## src/rtl/svc_rv_pkg.sv

```systemverilog
// Shared definitions for the RV pipeline hazard controller.
//   res_src_e   : encoding of the writeback result source carried down the pipe
//   hz_state_e  : hazard controller sequencing states
package svc_rv_pkg;

    typedef enum logic [2:0] {
        RES_ALU  = 3'd0,
        RES_LOAD = 3'd1,
        RES_PC4  = 3'd2,
        RES_IMM  = 3'd3,
        RES_CSR  = 3'd4
    } res_src_e;

    typedef enum logic [1:0] {
        IDLE      = 2'd0,
        LOAD_WAIT = 2'd1,
        CSR_WAIT  = 2'd2,
        MDU_BUSY  = 2'd3
    } hz_state_e;

endpackage

```

## src/rtl/svc_rv_hazard_match.sv

```systemverilog
// Register dependency detector for one producing pipeline stage.
//   rs1_i, rs2_i           : source registers of the instruction in ID
//   uses_rs1_i, uses_rs2_i : the ID instruction actually reads that operand
//   rd_i, reg_write_i      : destination and write enable of the producer
//   match_o                : ID depends on the producer's result
module svc_rv_hazard_match (
    input  logic [4:0] rs1_i,
    input  logic [4:0] rs2_i,
    input  logic       uses_rs1_i,
    input  logic       uses_rs2_i,
    input  logic [4:0] rd_i,
    input  logic       reg_write_i,
    output logic       match_o
);

    // x0 is hard-wired to zero, so a write to it never creates a dependency.
    assign match_o = reg_write_i && (rd_i != 5'd0) &&
                     ((uses_rs1_i && (rs1_i == rd_i)) ||
                      (uses_rs2_i && (rs2_i == rd_i)));

endmodule

```

## src/rtl/svc_rv_hazard_ctl.sv

```systemverilog
// Pipeline hazard controller: load-use and CSR-use stalls, multi-cycle MDU
// hold with watchdog, and branch flush.
//   clk, rst                          : clock, asynchronous active-high reset
//   rs1_id, rs2_id, uses_rs1/rs2_id   : ID-stage operands
//   rd/reg_write/res_src_ex           : EX-stage producer
//   rd/reg_write/res_src_mem          : MEM-stage producer
//   mdu_start_ex, mdu_done            : MDU issue and completion pulse
//   branch_taken_ex                   : redirect resolved in EX
//   stall_if/id/ex                    : hold the stage register
//   bubble_ex/mem                     : insert a NOP into that stage
//   flush_id                          : squash IF/ID
//   stall_cycles                      : saturating count of stall_id cycles
//   mdu_timeout                       : sticky, set when the MDU watchdog fires
module svc_rv_hazard_ctl
    import svc_rv_pkg::*;
#(
    parameter int MEM_TYPE    = 0,
    parameter int MDU_TIMEOUT = 64
) (
    input  logic        clk,
    input  logic        rst,
    input  logic [4:0]  rs1_id,
    input  logic [4:0]  rs2_id,
    input  logic        uses_rs1_id,
    input  logic        uses_rs2_id,
    input  logic [4:0]  rd_ex,
    input  logic        reg_write_ex,
    input  logic [2:0]  res_src_ex,
    input  logic [4:0]  rd_mem,
    input  logic        reg_write_mem,
    input  logic [2:0]  res_src_mem,
    input  logic        mdu_start_ex,
    input  logic        mdu_done,
    input  logic        branch_taken_ex,
    output logic        stall_if,
    output logic        stall_id,
    output logic        stall_ex,
    output logic        bubble_ex,
    output logic        bubble_mem,
    output logic        flush_id,
    output logic [31:0] stall_cycles,
    output logic        mdu_timeout
);

    // Extra stall cycles a load needs beyond the first: a registered data
    // memory delivers load data one stage later.
    localparam logic           LOAD_EXTRA = (MEM_TYPE != 0);
    localparam int             CNT_W      = (MDU_TIMEOUT > 1) ? $clog2(MDU_TIMEOUT) : 1;
    localparam logic [CNT_W-1:0] MDU_LAST = CNT_W'(MDU_TIMEOUT - 1);

    hz_state_e        state_q, state_d;
    logic             wait_cnt_q, wait_cnt_d;
    logic [CNT_W-1:0] mdu_cnt_q, mdu_cnt_d;
    logic [31:0]      stall_cycles_q, stall_cycles_d;
    logic             mdu_timeout_q, mdu_timeout_d;

    logic match_ex, match_mem;
    logic load_hz, csr_hz;
    logic hold_front, hold_ex, bub_ex, bub_mem, flush, tmo_set;

    svc_rv_hazard_match u_match_ex (
        .rs1_i       (rs1_id),
        .rs2_i       (rs2_id),
        .uses_rs1_i  (uses_rs1_id),
        .uses_rs2_i  (uses_rs2_id),
        .rd_i        (rd_ex),
        .reg_write_i (reg_write_ex),
        .match_o     (match_ex)
    );

    svc_rv_hazard_match u_match_mem (
        .rs1_i       (rs1_id),
        .rs2_i       (rs2_id),
        .uses_rs1_i  (uses_rs1_id),
        .uses_rs2_i  (uses_rs2_id),
        .rd_i        (rd_mem),
        .reg_write_i (reg_write_mem),
        .match_o     (match_mem)
    );

    assign load_hz = match_ex && (res_src_ex == RES_LOAD);
    assign csr_hz  = (match_ex  && (res_src_ex  == RES_CSR)) ||
                     (match_mem && (res_src_mem == RES_CSR));

    always_comb begin
        state_d    = state_q;
        wait_cnt_d = wait_cnt_q;
        mdu_cnt_d  = mdu_cnt_q;
        tmo_set    = 1'b0;
        hold_front = 1'b0;
        hold_ex    = 1'b0;
        bub_ex     = 1'b0;
        bub_mem    = 1'b0;
        flush      = 1'b0;

        if (state_q == MDU_BUSY) begin
            // EX is frozen on the MDU op, so a branch seen here is stale and ignored.
            if (mdu_done) begin
                state_d = IDLE;
            end else begin
                hold_front = 1'b1;
                hold_ex    = 1'b1;
                bub_mem    = 1'b1;
                if (mdu_cnt_q == MDU_LAST) begin
                    state_d = IDLE;
                    tmo_set = 1'b1;
                end else begin
                    mdu_cnt_d = mdu_cnt_q + CNT_W'(1);
                end
            end
        end else if (branch_taken_ex) begin
            // The stalled ID instruction is on the wrong path; squash instead of waiting.
            flush      = 1'b1;
            bub_ex     = 1'b1;
            state_d    = IDLE;
            wait_cnt_d = 1'b0;
        end else begin
            case (state_q)
                LOAD_WAIT: begin
                    if (wait_cnt_q) begin
                        hold_front = 1'b1;
                        bub_ex     = 1'b1;
                        wait_cnt_d = 1'b0;
                    end else begin
                        state_d = IDLE;
                    end
                end
                CSR_WAIT: begin
                    if (csr_hz) begin
                        hold_front = 1'b1;
                        bub_ex     = 1'b1;
                    end else begin
                        state_d = IDLE;
                    end
                end
                default: begin
                    if (load_hz) begin
                        hold_front = 1'b1;
                        bub_ex     = 1'b1;
                        state_d    = LOAD_WAIT;
                        wait_cnt_d = LOAD_EXTRA;
                    end else if (csr_hz) begin
                        hold_front = 1'b1;
                        bub_ex     = 1'b1;
                        state_d    = CSR_WAIT;
                    end else if (mdu_start_ex) begin
                        state_d   = MDU_BUSY;
                        mdu_cnt_d = '0;
                    end
                end
            endcase
        end
    end

    // Reset releases every control output immediately, not at the next edge.
    assign stall_if   = hold_front & ~rst;
    assign stall_id   = hold_front & ~rst;
    assign stall_ex   = hold_ex    & ~rst;
    assign bubble_ex  = bub_ex     & ~rst;
    assign bubble_mem = bub_mem    & ~rst;
    assign flush_id   = flush      & ~rst;

    assign stall_cycles_d = (stall_id && (stall_cycles_q != 32'hFFFF_FFFF)) ?
                            stall_cycles_q + 32'd1 : stall_cycles_q;
    assign mdu_timeout_d  = mdu_timeout_q | tmo_set;

    always_ff @(posedge clk or posedge rst) begin
        if (rst) begin
            state_q        <= IDLE;
            wait_cnt_q     <= 1'b0;
            mdu_cnt_q      <= '0;
            stall_cycles_q <= '0;
            mdu_timeout_q  <= 1'b0;
        end else begin
            state_q        <= state_d;
            wait_cnt_q     <= wait_cnt_d;
            mdu_cnt_q      <= mdu_cnt_d;
            stall_cycles_q <= stall_cycles_d;
            mdu_timeout_q  <= mdu_timeout_d;
        end
    end

    assign stall_cycles = stall_cycles_q;
    assign mdu_timeout  = mdu_timeout_q;

endmodule
```

## config.mk

```make
export PLATFORM = sky130hd
export DESIGN_NAME = svc_rv_hazard_ctl
export DESIGN_NICKNAME = d
export VERILOG_FILES = /design/src/rtl/svc_rv_pkg.sv /design/src/rtl/svc_rv_hazard_match.sv /design/src/rtl/svc_rv_hazard_ctl.sv
export SDC_FILE = /design/constraint.sdc
export NUM_CORES = 1
export LEC_CHECK = 0
export BUFFER_PORTS_ARGS = -buffer_cell sky130_fd_sc_hd__buf_2
export CAP_MARGIN = 5
export CORE_UTILIZATION = 52
export DETAILED_ROUTE_END_ITERATION = 12
export GPL_TIMING_DRIVEN = 0
export PLACE_DENSITY = 0.77
export SLEW_MARGIN = 20
export SYNTH_ARGS = -nofsm -noshare
export SYNTH_HDL_FRONTEND = slang
export SYNTH_HIERARCHICAL = 1
export SYNTH_SLANG_ARGS = --single-unit
```

## constraint.sdc

```tcl
create_clock -name clk -period 4.4 [get_ports clk]
set_input_delay 1.1 -clock clk [delete_from_list [all_inputs] [get_ports clk]]
set_output_delay 1.1 -clock clk [all_outputs]
set_load 0.005 [all_outputs]
```

==> results.md, run 1 <==
* Run status: completed
* PortBufs at 73
* Overall power of the completed layout at 0.882 mW
* Wire length of the first global-routing pass at 10100 um
* Placed cell count at 407
* Via count at 2323
* Share of the synthesized area in the top cell type at 0.397
* HPWL after DPL at 4530 um
* Category of the worst setup path capture point: output pin
* Dominant register cell in the synthesized netlist: sky130_fd_sc_hd__dfrtp_1
* Transition time at the pin with the least slew margin at about 0.57 ns
* Remaining antenna violation count at 0
* Startpoint types: input pin
* Signal arrival time at the worst endpoint at 3.22 ns
* Detailed-router iteration count before antenna repair at 4
* Clock tree sinks at slightly above 40
* Sequential-to-total area share from yosys stat at 0.397
* Total number of placement rows at 25
* Reg2Reg Depth at 6
* F_max at 232 MHz
* Worst Hold Class: flip-flop to flip-flop
* Die outline area at 0.00526 sq mm
* RePlAce Congestion at 0.873
* Area of the core at 0.00475 sq mm
* Starting density of the core at 0.544
* Clock input transition at the sequential cells of the worst setup and hold paths at about 0.09 ns
* Aggregate global routing overflow at 0
* Syn Std Cell Area at 0.00258 sq mm
* H-tree levels at 2
* Ports placed on the boundary at 74
* Worst-path fanout max at 11
* # setup viols final at 0
* TritonCTS Buffers at 5
* Post-synthesis to final-layout area growth at 22.7%
* Total Wirelength at 6030 um
* Final Non-Filler Cells at 416
* Skew-Pair Late Insertion Delay at 0.30 ns
* Most frequent cells after synthesis: 41 x sky130_fd_sc_hd__dfrtp_1, 34 x sky130_fd_sc_hd__xnor2_1, 24 x sky130_fd_sc_hd__nand3_1, 19 x sky130_fd_sc_hd__xor2_1
* Ratio of total power to cell area at 278 mW/mm^2
* Worst endpoint required time at 3.30 ns
* Maximum number of pins on one net before global-route repair at 27
* Dominant cells by area after synthesis: sky130_fd_sc_hd__dfrtp_1 40%, sky130_fd_sc_hd__xnor2_1 12%, sky130_fd_sc_hd__xor2_1 6.4%, sky130_fd_sc_hd__nand3_1 4.6%, sky130_fd_sc_hd__nand4_1 3.9%
* Static leakage at 1.54 nW
* Antenna fix cells at 0
* Final period utilization at 0.981
* Die span in y at 72.5 um
* Avg Cell Area, Syn at ~9.7 sq um
* Tmin final at 4.32 ns
* Count of final hold-check violations at 0
* GRT Total Usage at 0.246
* Sequential cell area in the final layout at approximately 0.0010 sq mm
* Largest clock skew in the final design at 0.00870 ns
* # DRC at 0
* Setup repair after global routing missed its margin: false
* Fin Setup TNS at 0 ns
* Maximum clock path buffer count at 2
* Most instantiated library cell after synthesis: sky130_fd_sc_hd__dfrtp_1
* Total area of multi-input combinational cells at between 0.001 and 0.0015 sq mm
* Gate count of the mapped netlist at 266
* Antenna violations before repair at 0
* Worst rel slew slack at 0.616
* Fraction of layout cells with a size suffix above 1 at 0.307
* VDD IR max at 0.228 mV
* Hold Path Depth at 1
* Via count of the first global-routing pass at 2210
* EDFF count, synth at 0
* Mean number of vias per cell at 5.58
* Share of synthesized registers carrying an async set or reset at 1.00
* # fillers at roughly 420
* Clock Tree Root: sky130_fd_sc_hd__clkbuf_8
* WL/cell at 14.5 um
* Die Span X at 72.5 um
* CP Class: input pin to output pin
* Starting DRC count in detailed routing at 122
* Number of slew-limit violations in the final report at 0
* Number of violations of the max-capacitance limit at 0
* Clock tree from TritonCTS: done
* Number of nets in the layout at between 300 and 400
* Number of nets produced by synthesis at 306
* Count of state elements after synthesis at slightly above 40
* Hold bufs inserted after CTS at 0
* Yosys top cell by area: sky130_fd_sc_hd__dfrtp_1
* Count of yosys warnings during synthesis at 6
* Synth unique cells at 43
## kinds of logic after synthesis
| group | count (synthesis) | synth area share |
|---|---|---|
| xor gates and xnor gates | 53 | 0.180 |
| DFF | 41 | 0.397 |
| and+or+nand+nor | 118 | 0.265 |
| AOI/OAI and AO/OA | 27 | 0.0779 |
| buffers and inverters | 18 | 0.0387 |
| muxes | 4 | 0.0174 |
| adders and majority gates | 5 | 0.0242 |
## layer usage
layer / vias up / part of all wire / GRT usage
met4: 0 / 0.016 / 0.0893
li1: 1118 / - / -
met5: - / 0 / 0
met3: 8 / 0.047 / 0.0458
met2: 74 / 0.47 / 0.388
met1: 1123 / 0.47 / 0.338
## flip-flops by register name (all words and copies together), names as in the netlist
signal        count
mdu_cnt_q         6
mdu_timeout       1
stall_cycles     32
state_q           2
## timing repair
action                                  CTS  global route
setup buffers                             1             0
endpoints found under the setup margin    2             2
gates resized for setup                   0             3
pin swaps                                 1             2
## worst paths after layout
| check | from | to | slack [ns] |
|---|---|---|---|
| worst max-delay path | rd_mem[3] | stall_if | 0.08 |
| worst min-delay path | stall_cycles[19] | stall_cycles[19] | 0.48 |
| worst max register to register | state_q[1] | mdu_cnt_q[0] | 2.13 |
| worst min register to register | stall_cycles[19] | stall_cycles[19] | 0.48 |
| max in group asynchronous | rst | stall_cycles[24] | 3.14 |
| min in group asynchronous | rst | mdu_timeout | 0.82 |
## stage by stage
step,worst slack [ns],cell area [sq um],hold slack (ns),util
2_1_floorplan,0.404,2580,0.444,-
3_3_place_gp,-0.0678,3030,0.457,0.638
3_5_place_dp,-0.0971,3050,0.461,0.642
4_1_cts,0.00835,3160,0.482,0.664
5_1_grt,0.00164,3170,0.509,0.667
6_report,0.0847,3170,0.484,0.667
## report_power, final
part | internal, mW | switching (mW) | total (mW)
clock | 0.127 | 0.139 | 0.266
combinational | 0.0919 | 0.109 | 0.201
sequential | 0.397 | 0.0181 | 0.415
total | 0.616 | 0.266 | 0.882
## worst max-delay path, cell delays in order
cell and delay, ns:
sky130_fd_sc_hd__buf_2 0.12, sky130_fd_sc_hd__xor2_1 0.15, sky130_fd_sc_hd__nor4_1 0.33, sky130_fd_sc_hd__nand3_1 0.12
sky130_fd_sc_hd__a21oi_1 0.14, sky130_fd_sc_hd__and4bb_2 0.33, sky130_fd_sc_hd__nor4_1 0.10, sky130_fd_sc_hd__a2111oi_4 0.40
sky130_fd_sc_hd__buf_6 0.20, sky130_fd_sc_hd__buf_4 0.11, sky130_fd_sc_hd__buf_2 0.09
## placed cells by master, fill, tap and decap left out, drive strengths merged, types with 2 or more instances in the layout
master	count
clkbuf	8
ha	5
inv	9
nand4	16
mux2	4
xnor2	34
buf	82
a31oi	3
and3	10
and4bb	2
o21ai	9
dfrtp	41
nor4	5
a2111oi	3
xor2	19
or4	2
nor3	6
nor2	16
and2	5
nand2	15
clkinv	2
a21oi	6
and4	8
nor2b	4
nand3	25
## final cells by class
class / instances / area share
sequential: 41 / 0.323
clock buffer: 6 / 0.0260
clock inverter: 2 / 0.00434
inverter: 9 / 0.0107
tap: 67 / 0.0264
timing repair buffer: 75 / 0.124
buffer: 9 / 0.0209
multi-input combinational: 207 / 0.464
No activity file was read; power rests on OpenSTA's default activity.
==> inputs of run 2 (changes only) <==
- ABC_AREA: not set -> 1
- CORE_UTILIZATION: 52 -> 55
==> results.md, run 2 <==
* Fin Setup TNS at 0 ns (unchanged)
* Register-to-register path setup slack at 2.19 ns (+0.06 ns)
* Most frequent cells after synthesis: 248 x sky130_fd_sc_hd__nand2_1, 70 x sky130_fd_sc_hd__inv_1, 69 x sky130_fd_sc_hd__nor2_1, 41 x sky130_fd_sc_hd__dfrtp_1, 37 x sky130_fd_sc_hd__nand4_1
* Reg power frac at 0.452 (-0.019)
* Hold bufs inserted after CTS at 0 (unchanged)
* Detailed-router iteration count before antenna repair at 5 (+1)
* Launch point of the worst reg-to-reg path: stall_cycles[0]
* Die outline area at 0.00667 sq mm (+27%)
* Category of the worst setup path capture point: output pin
* Aggregate global routing overflow at 0 (unchanged)
* Clock input transition at the sequential cells of the worst setup and hold paths at 0.08 ns (about the same)
* RePlAce Congestion at 0.949 (+8.7%)
* # setup viols final at 0 (unchanged)
* CTS resizes at 0 (unchanged)
* Largest clock skew in the final design at 0.00601 ns (-0.00269 ns)
* Fraction of layout cells with a size suffix above 1 at 0.181 (-0.126)
* Starting density of the core at 0.580 (+0.0358)
* Clock Tree Root: sky130_fd_sc_hd__clkbuf_8
* Wire length of the first global-routing pass at 15600 um (+54%)
* Mean number of vias per cell at 5.33 (-4.6%)
* Via count at 3936 (+69%)
* H-tree levels at 2 (unchanged)
* Avg Cell Area, Syn at 5.99 sq um (-38%)
* Clock tree from TritonCTS: done
* Worst Hold Class: flip-flop to flip-flop
* Worst rel slew slack at 0.634 (+0.0174)
* EDFF count, synth at 0 (unchanged)
* Number of nets in the layout at 703 (+81%)
* Starting DRC count in detailed routing at 335 (+170%)
* Gate count of the mapped netlist at 583 (+120%)
* Critical R2R Capture: stall_cycles[16]
* Total number of placement rows at 28 (+12%)
* Maximum number of pins on one net before global-route repair at 26 (-3.7%)
* Number of slew-limit violations in the final report at 0 (unchanged)
* Hold Crit Start: mdu_timeout
* Tmin final at 4.05 ns (-0.267 ns)
* Run status: completed
* Share of the synthesized area in the top cell type at 0.294 (-0.103)
* Syn Std Cell Area at 0.00349 sq mm (+35%)
* Max FFs per register at 32 (unchanged)
* Setup repair after global routing missed its margin: false
* Skew-Pair Late Insertion Delay at 0.30 ns (about the same)
* Worst endpoint required time at 3.30 ns (about the same)
* Number of nets produced by synthesis at 623 (+100%)
* Count of state elements after synthesis at 41 (unchanged)
* Count of yosys warnings during synthesis at 6 (unchanged)
* P_sw at 0.342 mW (+29%)
* Ratio of total power to cell area at 233 mW/mm^2 (-16%)
* Clock group share of total power at 0.268 (-0.034)
* F_max at 247 MHz (+6.6%)
* Count of final hold-check violations at 0 (unchanged)
* Dominant register cell in the synthesized netlist: sky130_fd_sc_hd__dfrtp_1
* Die Span X at 81.7 um (+13%)
* HPWL after DPL at 7100 um (+57%)
* Most common cell after layout, fill and taps aside: sky130_fd_sc_hd__nand2_1
* CP Class: input pin to output pin
* Clock tree sinks at 41 (unchanged)
* Via count of the first global-routing pass at 3580 (+62%)
* Antenna violations before repair at 0 (unchanged)
* Reg2Reg Depth at 9 (+3)
* Post-layout instance area at 0.00405 sq mm (+28%)
* Setup Buffers After CTS at 0 (-1)
* Die span in y at 81.7 um (+13%)
* Switching share of power at 0.362 (+0.0608)
* Capture endpoint of the worst hold path: mdu_timeout
* Relative contribution of combinational cells to total power at 0.280 (+0.053)
* Transition time at the pin with the least slew margin at 0.549 ns (-0.0229 ns)
* Total Wirelength at 9190 um (+52%)
* Ports placed on the boundary at 74 (unchanged)
* TritonCTS Buffers at 5 (unchanged)
* Worst-path fanout max at 17 (+6)
* Antenna fix cells at 0 (unchanged)
* Int Power at 0.603 mW (-2.2%)
* # fillers at 555 (+32%)
* Synth unique cells at 32 (-26%)
* Post-synthesis to final-layout area growth at 16.1%
* WL/cell at 12.4 um (-14%)
* Yosys top cell by area: sky130_fd_sc_hd__dfrtp_1
* Signal arrival time at the worst endpoint at 2.95 ns (-0.27 ns)
* Share of synthesized registers carrying an async set or reset at 1.00 (unchanged)
* VDD IR max at 0.200 mV (-12%)
* Final period utilization at 0.920 (-0.0606)
* Most instantiated library cell after synthesis: sky130_fd_sc_hd__nand2_1
* PortBufs at 73 (unchanged)
* Hold Path Depth at 2 (+1)
* GRT Total Usage at 0.300 (+0.0537)
* Startpoint types: input pin
* Maximum clock path buffer count at 2 (unchanged)
* Area of the core at 0.00603 sq mm (+27%)
* Dominant cells by area after synthesis: sky130_fd_sc_hd__dfrtp_1 29%, sky130_fd_sc_hd__nand2_1 27%, sky130_fd_sc_hd__inv_1 7.5%, sky130_fd_sc_hd__nor2_1 7.4%, sky130_fd_sc_hd__nand4_1 6.6%
* Sequential-to-total area share from yosys stat at 0.294 (-0.103)
* Instance area at placement at 0.00397 sq mm (+30%)
* Remaining antenna violation count at 0 (unchanged)
* Commonest cells after routing, fill and taps aside: 248 x sky130_fd_sc_hd__nand2_1, 77 x sky130_fd_sc_hd__buf_2, 69 x sky130_fd_sc_hd__inv_1, 69 x sky130_fd_sc_hd__nor2_1, 41 x sky130_fd_sc_hd__dfrtp_1
* # DRC at 0 (unchanged)
* Number of violations of the max-capacitance limit at 0 (unchanged)
* Static leakage at 2.21 nW (+44%)
[run 2: cell count changes in the layout (fill, tap and decap cells not counted), moves of 8 or more]
cell | before | now
sky130_fd_sc_hd__nor2_1 | 16 | 69
sky130_fd_sc_hd__xnor2_1 | 34 | 6
sky130_fd_sc_hd__nand3_1 | 24 | 35
sky130_fd_sc_hd__and4_1 | 8 | 0
sky130_fd_sc_hd__and3_1 | 10 | 0
sky130_fd_sc_hd__nand2_1 | 14 | 248
sky130_fd_sc_hd__nand4_1 | 16 | 37
sky130_fd_sc_hd__inv_1 | 8 | 69
sky130_fd_sc_hd__xor2_1 | 19 | 5
[run 2: how the worst max path moves through the flow]
stage / startpoint / slack, ns / endpoint
finish: rs1_id[4] / 0.35 / stall_if
global route: rs1_id[4] / 0.08 / stall_if
CTS: rs1_id[4] / 0.06 / stall_if
global placement: rst / -0.16 / stall_if
floorplan: rst / 0.52 / stall_if
detailed placement: rs1_id[4] / 0.06 / stall_if
[run 2: power by group through the flow]
stage	sequential (mW)	clock (mW)	combinational [mW]
after global routing	0.431	0.271	0.301
after floorplan	0.429	0	0.180
after CTS	0.428	0.255	0.266
final	0.427	0.253	0.265
after global placement	0.433	0	0.255
after detailed placement	0.435	0	0.265
[run 2: cell families (layout without fill, tap and decap cells)]
family | after synthesis | count (layout) | share of synthesized area
compound gates | 24 | 24 | 0.0383
flops | 41 | 41 | 0.294
simple gates | 411 | 411 | 0.511
fa+ha+maj | 5 | 5 | 0.0179
buf+inv | 91 | 172 | 0.111
xor+xnor | 11 | 11 | 0.0276
[run 2: stage by stage]
stage	hold slack (ns)	utilization	cells	total power, mW	setup WS (ns)
after floorplan	0.459	-	583	0.609	0.516
after global placement	0.450	0.656	731	0.688	-0.162
after detailed placement	0.477	0.659	732	0.700	0.0600
after CTS	0.497	0.673	740	0.949	0.0565
after global routing	0.510	0.673	739	1.00	0.0835
final	0.490	0.673	739	0.945	0.352
[run 2: cell type report]
| cell class | count | area, sq um | share of cell area |
|---|---|---|---|
| clock inverters | 3 | 17.5 | 0.00432 |
| well taps | 75 | 93.8 | 0.0231 |
| clock buffers | 5 | 68.8 | 0.0170 |
| flip-flops and latches | 41 | 1030 | 0.253 |
| multi-input cells | 451 | 2080 | 0.513 |
| plain buffers | 15 | 103 | 0.0253 |
| repair buffers | 74 | 385 | 0.0951 |
| inverters | 75 | 282 | 0.0694 |
[run 2: critical path, stage by stage]
cell and delay [ns]:
sky130_fd_sc_hd__buf_2 0.12, sky130_fd_sc_hd__inv_1 0.05, sky130_fd_sc_hd__nand2_1 0.05, sky130_fd_sc_hd__nand2_1 0.05, sky130_fd_sc_hd__nor2_1 0.13, sky130_fd_sc_hd__nand3_1 0.08, sky130_fd_sc_hd__a21oi_1 0.18, sky130_fd_sc_hd__inv_1 0.06
sky130_fd_sc_hd__nor2_1 0.15, sky130_fd_sc_hd__nand2_1 0.10, sky130_fd_sc_hd__nand3_1 0.14, sky130_fd_sc_hd__nand2_1 0.09, sky130_fd_sc_hd__nand3_2 0.29, sky130_fd_sc_hd__nand2_1 0.09, sky130_fd_sc_hd__inv_1 0.08, sky130_fd_sc_hd__buf_4 0.09
sky130_fd_sc_hd__buf_2 0.09
[run 2: metal layers]
metal  global-route usage  vias up  share of wire
li1                     -     1978              -
met2                0.510      148           0.47
met4                0.132        0          0.030
met1                0.368     1783           0.43
met3               0.0544       27          0.065
met5                    0        -              0
==> inputs of run 3 (changes only) <==
- CTS_BUF_LIST: not set -> sky130_fd_sc_hd__clkbuf_4 sky130_fd_sc_hd__clkbuf_8
- clock period: 4.4 -> 3.9 ns (I/O delays scaled with it)
==> results.md, run 3 (synthesis results as in run 2) <==
* Run status: completed
* Startpoint types: input pin
* Overall power of the completed layout at 1.09 mW (+15%)
* # setup viols final at 0 (unchanged)
* Fin Setup TNS at 0 ns (unchanged)
* Final Non-Filler Cells at 744 (+0.68%)
* Pre-CTS setup slack at -0.190 ns (-0.250 ns)
* Ratio of total power to cell area at 265 mW/mm^2 (+14%)
* Final period utilization at 0.938
* Maximum clock path buffer count at 2 (unchanged)
* Clock input transition at the sequential cells of the worst setup and hold paths at 0.08 ns (about the same)
* Skew-Pair Late Insertion Delay at 0.30 ns (about the same)
* Total Wirelength at 9220 um (+0.36%)
* Die Span X at 81.7 um (unchanged)
* Placed cell count at 732 (unchanged)
* Antenna violations before repair at 0 (unchanged)
* Signal arrival time at the worst endpoint at 2.68 ns (-0.27 ns)
* Total number of placement rows at 28 (unchanged)
* # DRC at 0 (unchanged)
* Die span in y at 81.7 um (unchanged)
* Wire length of the first global-routing pass at 15500 um (-0.13%)
* CP Class: input pin to output pin
* Minimum hold slack at 0.492 ns (+0.00139 ns)
* Count of final hold-check violations at 0 (unchanged)
* F_max at between 200 and 300 MHz
* Number of nets in the layout at 708 (+0.71%)
* Register-to-register path setup slack at 1.66 ns (-0.53 ns)
* Detailed-router iteration count before antenna repair at 5 (unchanged)
* Launch point of the worst reg-to-reg path: stall_cycles[0]
* Worst-path fanout max at 10 (-7)
* Maximum number of pins on one net before global-route repair at 26 (unchanged)
* Die outline area at 0.00667 sq mm (unchanged)
* Clock tree sinks at 41 (unchanged)
* H-tree levels at 2 (unchanged)
* Worst Hold Class: flip-flop to flip-flop
* Tmin final at approximately 3.7 ns
* Post-layout instance area at 0.00410 sq mm (+1.1%)
* WL/cell at 12.4 um (-0.32%)
* Remaining antenna violation count at 0 (unchanged)
* Starting DRC count in detailed routing at 321 (-4.2%)
* Clock tree from TritonCTS: done
* Category of the worst setup path capture point: output pin
* HPWL after DPL at 7100 um (unchanged)
* Post-synthesis to final-layout area growth at 17.4%
* Worst setup slack after layout at 0.243 ns (-0.108 ns)
* VDD IR max at 0.230 mV (+15%)
* Number of violations of the max-capacitance limit at 0 (unchanged)
* Via count of the first global-routing pass at 3576 (-0.11%)
* Worst rel slew slack at 0.634 (+0.000767)
* Instance area at placement at 0.00397 sq mm (unchanged)
* Area of the core at 0.00603 sq mm (unchanged)
* Hold bufs inserted after CTS at 0 (unchanged)
* Worst endpoint required time at 2.92 ns (-0.38 ns)
* Antenna fix cells at 0 (unchanged)
* Core Util, Final at 0.680 (+0.00748)
* TritonCTS Buffers at 5 (unchanged)
* Worst setup startpoint: rs1_id[4]
* Number of slew-limit violations in the final report at 0 (unchanged)
* Fraction of layout cells with a size suffix above 1 at 0.187 (+0.00612)
* Via count at 3941 (+0.13%)
* Transition time at the pin with the least slew margin at 0.548 ns (-0.00115 ns)
* Reg2Reg Depth at 9 (unchanged)
* PortBufs at 73 (unchanged)
* Commonest cells after routing, fill and taps aside: 248 x sky130_fd_sc_hd__nand2_1, 77 x sky130_fd_sc_hd__buf_2, 69 x sky130_fd_sc_hd__inv_1, 69 x sky130_fd_sc_hd__nor2_1, 41 x sky130_fd_sc_hd__dfrtp_1
* Clock Tree Root: sky130_fd_sc_hd__clkbuf_8
* Largest clock skew in the final design at 0.00809 ns (+0.00208 ns)
* Starting density of the core at 0.580 (unchanged)
* Max FFs per register at 32 (unchanged)
* Most common cell after layout, fill and taps aside: sky130_fd_sc_hd__nand2_1
* RePlAce Congestion at 0.949 (unchanged)
* GRT Total Usage at 0.299 (-0.000470)
* Ports placed on the boundary at 74 (unchanged)
* Setup repair after global routing missed its margin: false
* Hold Crit Start: mdu_timeout
* Aggregate global routing overflow at 0 (unchanged)
* Static leakage at 2.24 nW (+1.3%)
* Hold Path Depth at 2 (unchanged)
* Mean number of vias per cell at 5.30 (-0.55%)
run 3: cell types whose count changed in the layout (fill, tap and decap cells not counted), sizes merged:
cell	change
buf	+5
run 3: worst paths after layout:
kind / end
min in group asynchronous: stall_cycles[23]
max: stall_if
min reg2reg: mdu_timeout
min: mdu_timeout
max reg2reg: stall_cycles[11]
max in group asynchronous: stall_cycles[2]
run 3: area by class of cell:
cell class	instances	area [sq um]
multi-input combinational	451	2090
fill	546	1930
sequential	41	1030
timing repair buffer	79	423
inverter	75	282
buffer	15	103
tap	75	93.8
clock buffer	5	68.8
clock inverter	3	17.5
run 3: routing by layer:
layer / global-route usage / vias up / wire (um)
met1: 0.368 / 1760 / 3980
met4: 0.128 / 0 / 295
met3: 0.0533 / 30 / 625
met5: 0 / - / 0
met2: 0.511 / 161 / 4320
li1: - / 1990 / -
run 3: where the power goes:
part	internal [mW]	switching, mW	total [mW]
registers	0.449	0.0337	0.483
clock network	0.124	0.159	0.283
logic	0.123	0.197	0.320
run 3: repair_timing:
item	in CTS	in global routing
buffers inserted	0	5
endpoints found under the setup margin	2	2
resized for setup	0	1
pin swaps	0	1
cloned	0	0
run 3: worst max-delay path, stage by stage:
cell                      delay, ns
sky130_fd_sc_hd__buf_2         0.12
sky130_fd_sc_hd__inv_1         0.05
sky130_fd_sc_hd__nand2_1       0.05
sky130_fd_sc_hd__nand2_1       0.05
sky130_fd_sc_hd__nor2_1        0.13
sky130_fd_sc_hd__nand3_1       0.08
sky130_fd_sc_hd__a21oi_1       0.18
sky130_fd_sc_hd__inv_1         0.06
sky130_fd_sc_hd__nor2_1        0.15
sky130_fd_sc_hd__nand2_1       0.10
sky130_fd_sc_hd__nand3_1       0.13
sky130_fd_sc_hd__nand2_1       0.12
sky130_fd_sc_hd__nand3_4       0.17
sky130_fd_sc_hd__nand2_1       0.07
sky130_fd_sc_hd__inv_1         0.07
sky130_fd_sc_hd__buf_4         0.09
sky130_fd_sc_hd__buf_2         0.09
